### src/rtl/cla_pipe_adder.sv
`default_nettype none
// ============================================================================
// Module   : cla_pipe_adder
// Brief    : Pipelined carry-lookahead adder/subtractor, one BLOCK_WID slice
//            per stage, with valid/ready flow control.
// Revision : 1.0 - initial release
// ============================================================================
module cla_pipe_adder #(
    parameter int DATA_WID  = 64,
    parameter int BLOCK_WID = 16
) (
    input  logic                Clock,
    input  logic                ResetN,
    input  logic                InValid,
    output logic                InReady,
    input  logic [DATA_WID-1:0] InputA,
    input  logic [DATA_WID-1:0] InputB,
    input  logic                CarryInput,
    input  logic                Subtract,
    output logic                OutValid,
    input  logic                OutReady,
    output logic [DATA_WID-1:0] Sum,
    output logic                CarryOutput,
    output logic                Overflow,
    output logic                Zero
);

    localparam int STAGES = DATA_WID / BLOCK_WID;

    // Stage s register bank; the last bank is the output register.
    logic [DATA_WID-1:0] q_a [STAGES];
    logic [DATA_WID-1:0] q_b [STAGES];
    logic [DATA_WID-1:0] q_s [STAGES];
    logic                q_c [STAGES];
    logic                q_v [STAGES];
    logic                ovf_q;
    logic                zero_q;

    logic [DATA_WID-1:0] src_a [STAGES];
    logic [DATA_WID-1:0] src_b [STAGES];
    logic [DATA_WID-1:0] src_s [STAGES];
    logic                src_c [STAGES];
    logic                src_v [STAGES];
    logic [DATA_WID-1:0] nxt_s [STAGES];
    logic                nxt_c [STAGES];
    logic                msb_cin;
    logic                ovf_nxt;
    logic                zero_nxt;
    logic                advance;

    assign advance = ~OutValid | OutReady;
    assign InReady = advance;

    always_comb begin
        logic c;
        logic g;
        logic p;
        int   idx;
        c   = 1'b0;
        g   = 1'b0;
        p   = 1'b0;
        idx = 0;
        msb_cin  = 1'b0;
        src_a[0] = InputA;
        src_b[0] = Subtract ? ~InputB : InputB;
        src_s[0] = '0;
        src_c[0] = CarryInput ^ Subtract;
        src_v[0] = InValid;
        for (int s = 1; s < STAGES; s++) begin
            src_a[s] = q_a[s-1];
            src_b[s] = q_b[s-1];
            src_s[s] = q_s[s-1];
            src_c[s] = q_c[s-1];
            src_v[s] = q_v[s-1];
        end
        for (int s = 0; s < STAGES; s++) begin
            c        = src_c[s];
            nxt_s[s] = src_s[s];
            for (int i = 0; i < BLOCK_WID; i++) begin
                idx = s * BLOCK_WID + i;
                g   = src_a[s][idx] & src_b[s][idx];
                p   = src_a[s][idx] | src_b[s][idx];
                nxt_s[s][idx] = src_a[s][idx] ^ src_b[s][idx] ^ c;
                if (idx == DATA_WID - 1) begin
                    msb_cin = c;
                end
                c = g | (p & c);
            end
            nxt_c[s] = c;
        end
        ovf_nxt  = msb_cin ^ nxt_c[STAGES-1];
        zero_nxt = (nxt_s[STAGES-1] == '0);
    end

    // One global enable: a stalled output freezes every bank, keeping slices aligned.
    always_ff @(posedge Clock or negedge ResetN) begin
        if (!ResetN) begin
            for (int s = 0; s < STAGES; s++) begin
                q_a[s] <= '0;
                q_b[s] <= '0;
                q_s[s] <= '0;
                q_c[s] <= 1'b0;
                q_v[s] <= 1'b0;
            end
            ovf_q  <= 1'b0;
            zero_q <= 1'b0;
        end else if (advance) begin
            for (int s = 0; s < STAGES; s++) begin
                q_a[s] <= src_a[s];
                q_b[s] <= src_b[s];
                q_s[s] <= nxt_s[s];
                q_c[s] <= nxt_c[s];
                q_v[s] <= src_v[s];
            end
            ovf_q  <= ovf_nxt;
            zero_q <= zero_nxt;
        end
    end

    assign OutValid    = q_v[STAGES-1];
    assign Sum         = q_s[STAGES-1];
    assign CarryOutput = q_c[STAGES-1];
    assign Overflow    = ovf_q;
    assign Zero        = zero_q;

endmodule
`default_nettype wire
### config.mk
export PLATFORM = sky130hd
export DESIGN_NAME = cla_pipe_adder
export DESIGN_NICKNAME = d
export VERILOG_FILES = /design/src/rtl/cla_pipe_adder.sv
export SDC_FILE = /design/constraint.sdc
export NUM_CORES = 1
export LEC_CHECK = 0
export ABC_AREA = 1
export BUFFER_PORTS_ARGS = -buffer_cell sky130_fd_sc_hd__clkbuf_2
export CAP_MARGIN = 20
export CORE_ASPECT_RATIO = 1.5
export CORE_MARGIN = 10
export CORE_UTILIZATION = 35
export CTS_CLUSTER_DIAMETER = 100
export DETAILED_ROUTE_END_ITERATION = 7
export HOLD_SLACK_MARGIN = 0.02
export PLACE_DENSITY = 0.5
export SETUP_SLACK_MARGIN = 0.15
export SYNTH_ARGS = -nofsm -noshare
export SYNTH_HDL_FRONTEND = slang
export SYNTH_SLANG_ARGS = --single-unit
### constraint.sdc
create_clock -name Clock -period 8.2 [get_ports Clock]
set_input_delay 1.64 -clock Clock [delete_from_list [all_inputs] [get_ports Clock]]
set_output_delay 1.64 -clock Clock [all_outputs]
set_load 0.02 [all_outputs]
==> impl_metrics.env <==
export IMPL_viasPerCell=4.397
export IMPL_dieArea_mm2=0.05370
export IMPL_p_per_area_mw_per_mm2=395.8
export IMPL_cap_viol_max_count=0
export IMPL_p_comb_share_pct=32.9
export IMPL_syn_cell_area_mm2=0.01563
export IMPL_num_rows=94
export IMPL_netlist_cell_type_count=19
export IMPL_antenna_found_initial=0
export IMPL_critPathLaunchType="input port"
export IMPL_portBuffers=202
export IMPL_fmaxAchievable_mhz=127.4
export IMPL_core_area_mm2=0.04399
export IMPL_synth_warnings=0
export IMPL_root_buffer="clkbuf_16"
export IMPL_route_final_wire_length_mm=37.04
export IMPL_required_ns=8.57
export IMPL_min_period_over_period_pct=95.73
export IMPL_clock_sinks=362
export IMPL_finalCriticalPeriod_ns=7.850
export IMPL_syn_num_nets=1800
export IMPL_synth_seq_cells=362
export IMPL_areaGrowthSynthToFinish_pct=17.37
export IMPL_rsz0062_at_grt="yes"
export IMPL_dp_hpwl_mm=25.20
export IMPL_slew_viol_final=0
export IMPL_cts_inserted_buffers=39
export IMPL_final_common_cell="nand2_1"
export IMPL_tightest_slew_ns=1.062
export IMPL_slew_headroom_pct=29.21
export IMPL_vdd_drop_max_uv=142.9
export IMPL_ant_nets=0
export IMPL_synth_cells=1602
export IMPL_critical_path_class="input port to flip-flop"
export IMPL_path_max_fanout=4
export IMPL_wire_per_inst_um=15.60
export IMPL_placed_cell_area_mm2=0.01697
export IMPL_arrival_ns=8.22
export IMPL_grt_overflow_total=0
export IMPL_fillers=4379
export IMPL_status="finished, final reports clean"
export IMPL_pwr_share_seq_pct=41.7
export IMPL_route_detailed_drc=0
export IMPL_setup_ws_ns=0.3499
export IMPL_yosysSeqAreaShare_pct=57.94
export IMPL_drive_above_1_share_pct=16.30
export IMPL_dr_pass1_iters=5
export IMPL_die_h_um=278.8
export IMPL_fin_skew_ns=0.009288
export IMPL_initial_core_util_pct=35.54
export IMPL_ctsHoldBuffers=0
export IMPL_diodes=0
export IMPL_vias=10438
export IMPL_routabilityCongestion=0.7711
export IMPL_clk_pin_slew_ns=0.06
export IMPL_drt_iter0_markers=673
export IMPL_end_kind="flip-flop"
export IMPL_globalRouteTotalUtil_pct=13.99
export IMPL_hold_path_class="flip-flop to flip-flop"
export IMPL_final_cell_mix="632 x nand2_1, 362 x dfrtp_1, 219 x o21ai_0, 200 x clkbuf_2, 115 x inv_1"
export IMPL_fin_area_mm2=0.01835
export IMPL_leakage_nw=9.077
export IMPL_cts_tree="built"
export IMPL_p_clk_share_pct=25.4
export IMPL_multi_input_area_mm2=0.005623
export IMPL_hold_viol=0
export IMPL_ioPinCount=203
export IMPL_setup_viol=0
export IMPL_die_width_um=192.6
export IMPL_clk_path_buf_depth=3
export IMPL_place_ws_ns=-0.2784
export IMPL_clock_latency_ns=0.52
export IMPL_final_net_count=1969
export IMPL_grt_pass1_vias=11126
export IMPL_intPower_w=0.004589
export IMPL_grt_pass1_wl_mm=60.68
export IMPL_syn_area_per_cell_um2=9.759
export IMPL_cts_max_level=2
export IMPL_p_switching_w=0.002674
export IMPL_regArea_mm2=0.009059
export IMPL_grt_max_degree=188
export IMPL_p_sw_share_pct=36.82
==> power groups by stage <==
stage          Combinational, W  Sequential (W)  Clock (W)
2_1_floorplan           0.00155         0.00316          0
3_3_place_gp            0.00242         0.00305          0
3_5_place_dp            0.00246         0.00307          0
4_1_cts                 0.00247         0.00305    0.00191
5_1_grt                 0.00282         0.00315    0.00198
6_report                0.00239         0.00303    0.00184
==> logic make-up after synthesis <==
group / after synthesis / synth area share (%)
flip-flops: 362 / 57.94
AO/OA/AOI/OAI: 231 / 7.411
AND/OR/NAND/NOR: 676 / 16.35
XOR/XNOR: 66 / 3.697
buffers and inverters: 203 / 6.403
adder cells (fa/ha/maj): 64 / 8.195
==> cells in the mapped netlist, drive strengths merged <==
master / count / share of area, %
buf: 62 / 3.0
clkbuf: 24 / 0.58
dfrtp: 362 / 58
fa: 64 / 8.2
inv: 117 / 2.8
nand2: 633 / 15
nand3: 3 / 0.096
nand4: 3 / 0.12
nor2: 37 / 0.89
o21a: 1 / 0.048
o21ai: 230 / 7.4
xnor2: 62 / 3.5
xor2: 4 / 0.22
==> registers in the layout (all words and copies together), names as in the netlist <==
signal       flops
q_v              3
CarryOutput      1
q_c              3
Sum             64
q_b             96
Zero             1
OutValid         1
nxt_s           96
Overflow         1
q_a             96
==> metrics by stage <==
| stage | util (%) | total power (W) | TNS [ns] | std cells | hold slack, ns |
|---|---|---|---|---|---|
| floorplan | - | 0.004710 | 0 | 1602 | 0.4198 |
| finish | 41.71 | 0.007263 | 0 | 2374 | 0.4543 |
| detailed placement | 38.59 | 0.005534 | -0.2784 | 2305 | 0.4408 |
| CTS | 41.64 | 0.007431 | 0 | 2373 | 0.4557 |
| global placement | 38.59 | 0.005470 | -0.2159 | 2305 | 0.4450 |
| global route | 41.71 | 0.007945 | 0 | 2374 | 0.4855 |
==> final timing paths <==
check | start | endpoint | slack (ns) | depth (start not counted)
min in group asynchronous | ResetN | Sum[40] | 1.16 | 1
setup reg to reg | q_a[112] | Zero | 1.08 | 27
hold reg to reg | q_v[1] | OutValid | 0.45 | 2
hold / removal | q_v[1] | OutValid | 0.45 | 2
max in group asynchronous | ResetN | Sum[18] | 5.38 | 2
setup / recovery | Subtract | nxt_s[143] | 0.35 | 22
==> critical path, stage by stage <==
cell and delay [ns]:
buf_6 0.13, xor2_1 0.19, fa_1 0.20, inv_1 0.06
fa_2 0.36, fa_2 0.38, fa_2 0.38, fa_2 0.38
fa_2 0.38, fa_2 0.37, fa_2 0.37, fa_2 0.37
fa_2 0.40, fa_2 0.40, fa_2 0.38, fa_2 0.37
fa_2 0.37, fa_1 0.40, inv_1 0.09, fa_1 0.42
nand2_1 0.08, o21ai_0 0.08
==> cell type report <==
cell class                 count  area share [%]
tap                          576           3.928
multi-input combinational   1037           30.64
timing repair buffer         214           6.267
inverter                     117           2.462
clock inverter                14           1.091
sequential                   362           49.37
clock buffer                  54           6.239
==> what timing repair did <==
| action | 4_1_cts | 5_1_grt |
|---|---|---|
| setup buffers | 0 | 0 |
| setup endpoints to repair | 0 | 1 |
| gates resized for setup | 0 | 1 |
==> metal layers <==
| layer | track usage (%) | vias up | share of wire (%) |
|---|---|---|---|
| li1 | - | 5262 | - |
| met1 | 17.44 | 4947 | 42 |
| met2 | 23.84 | 183 | 51 |
| met3 | 2.770 | 46 | 4.8 |
| met4 | 4.324 | 0 | 2.4 |
| met5 | 0 | - | 0 |
Note: power is estimated with default switching activity, not from simulation.
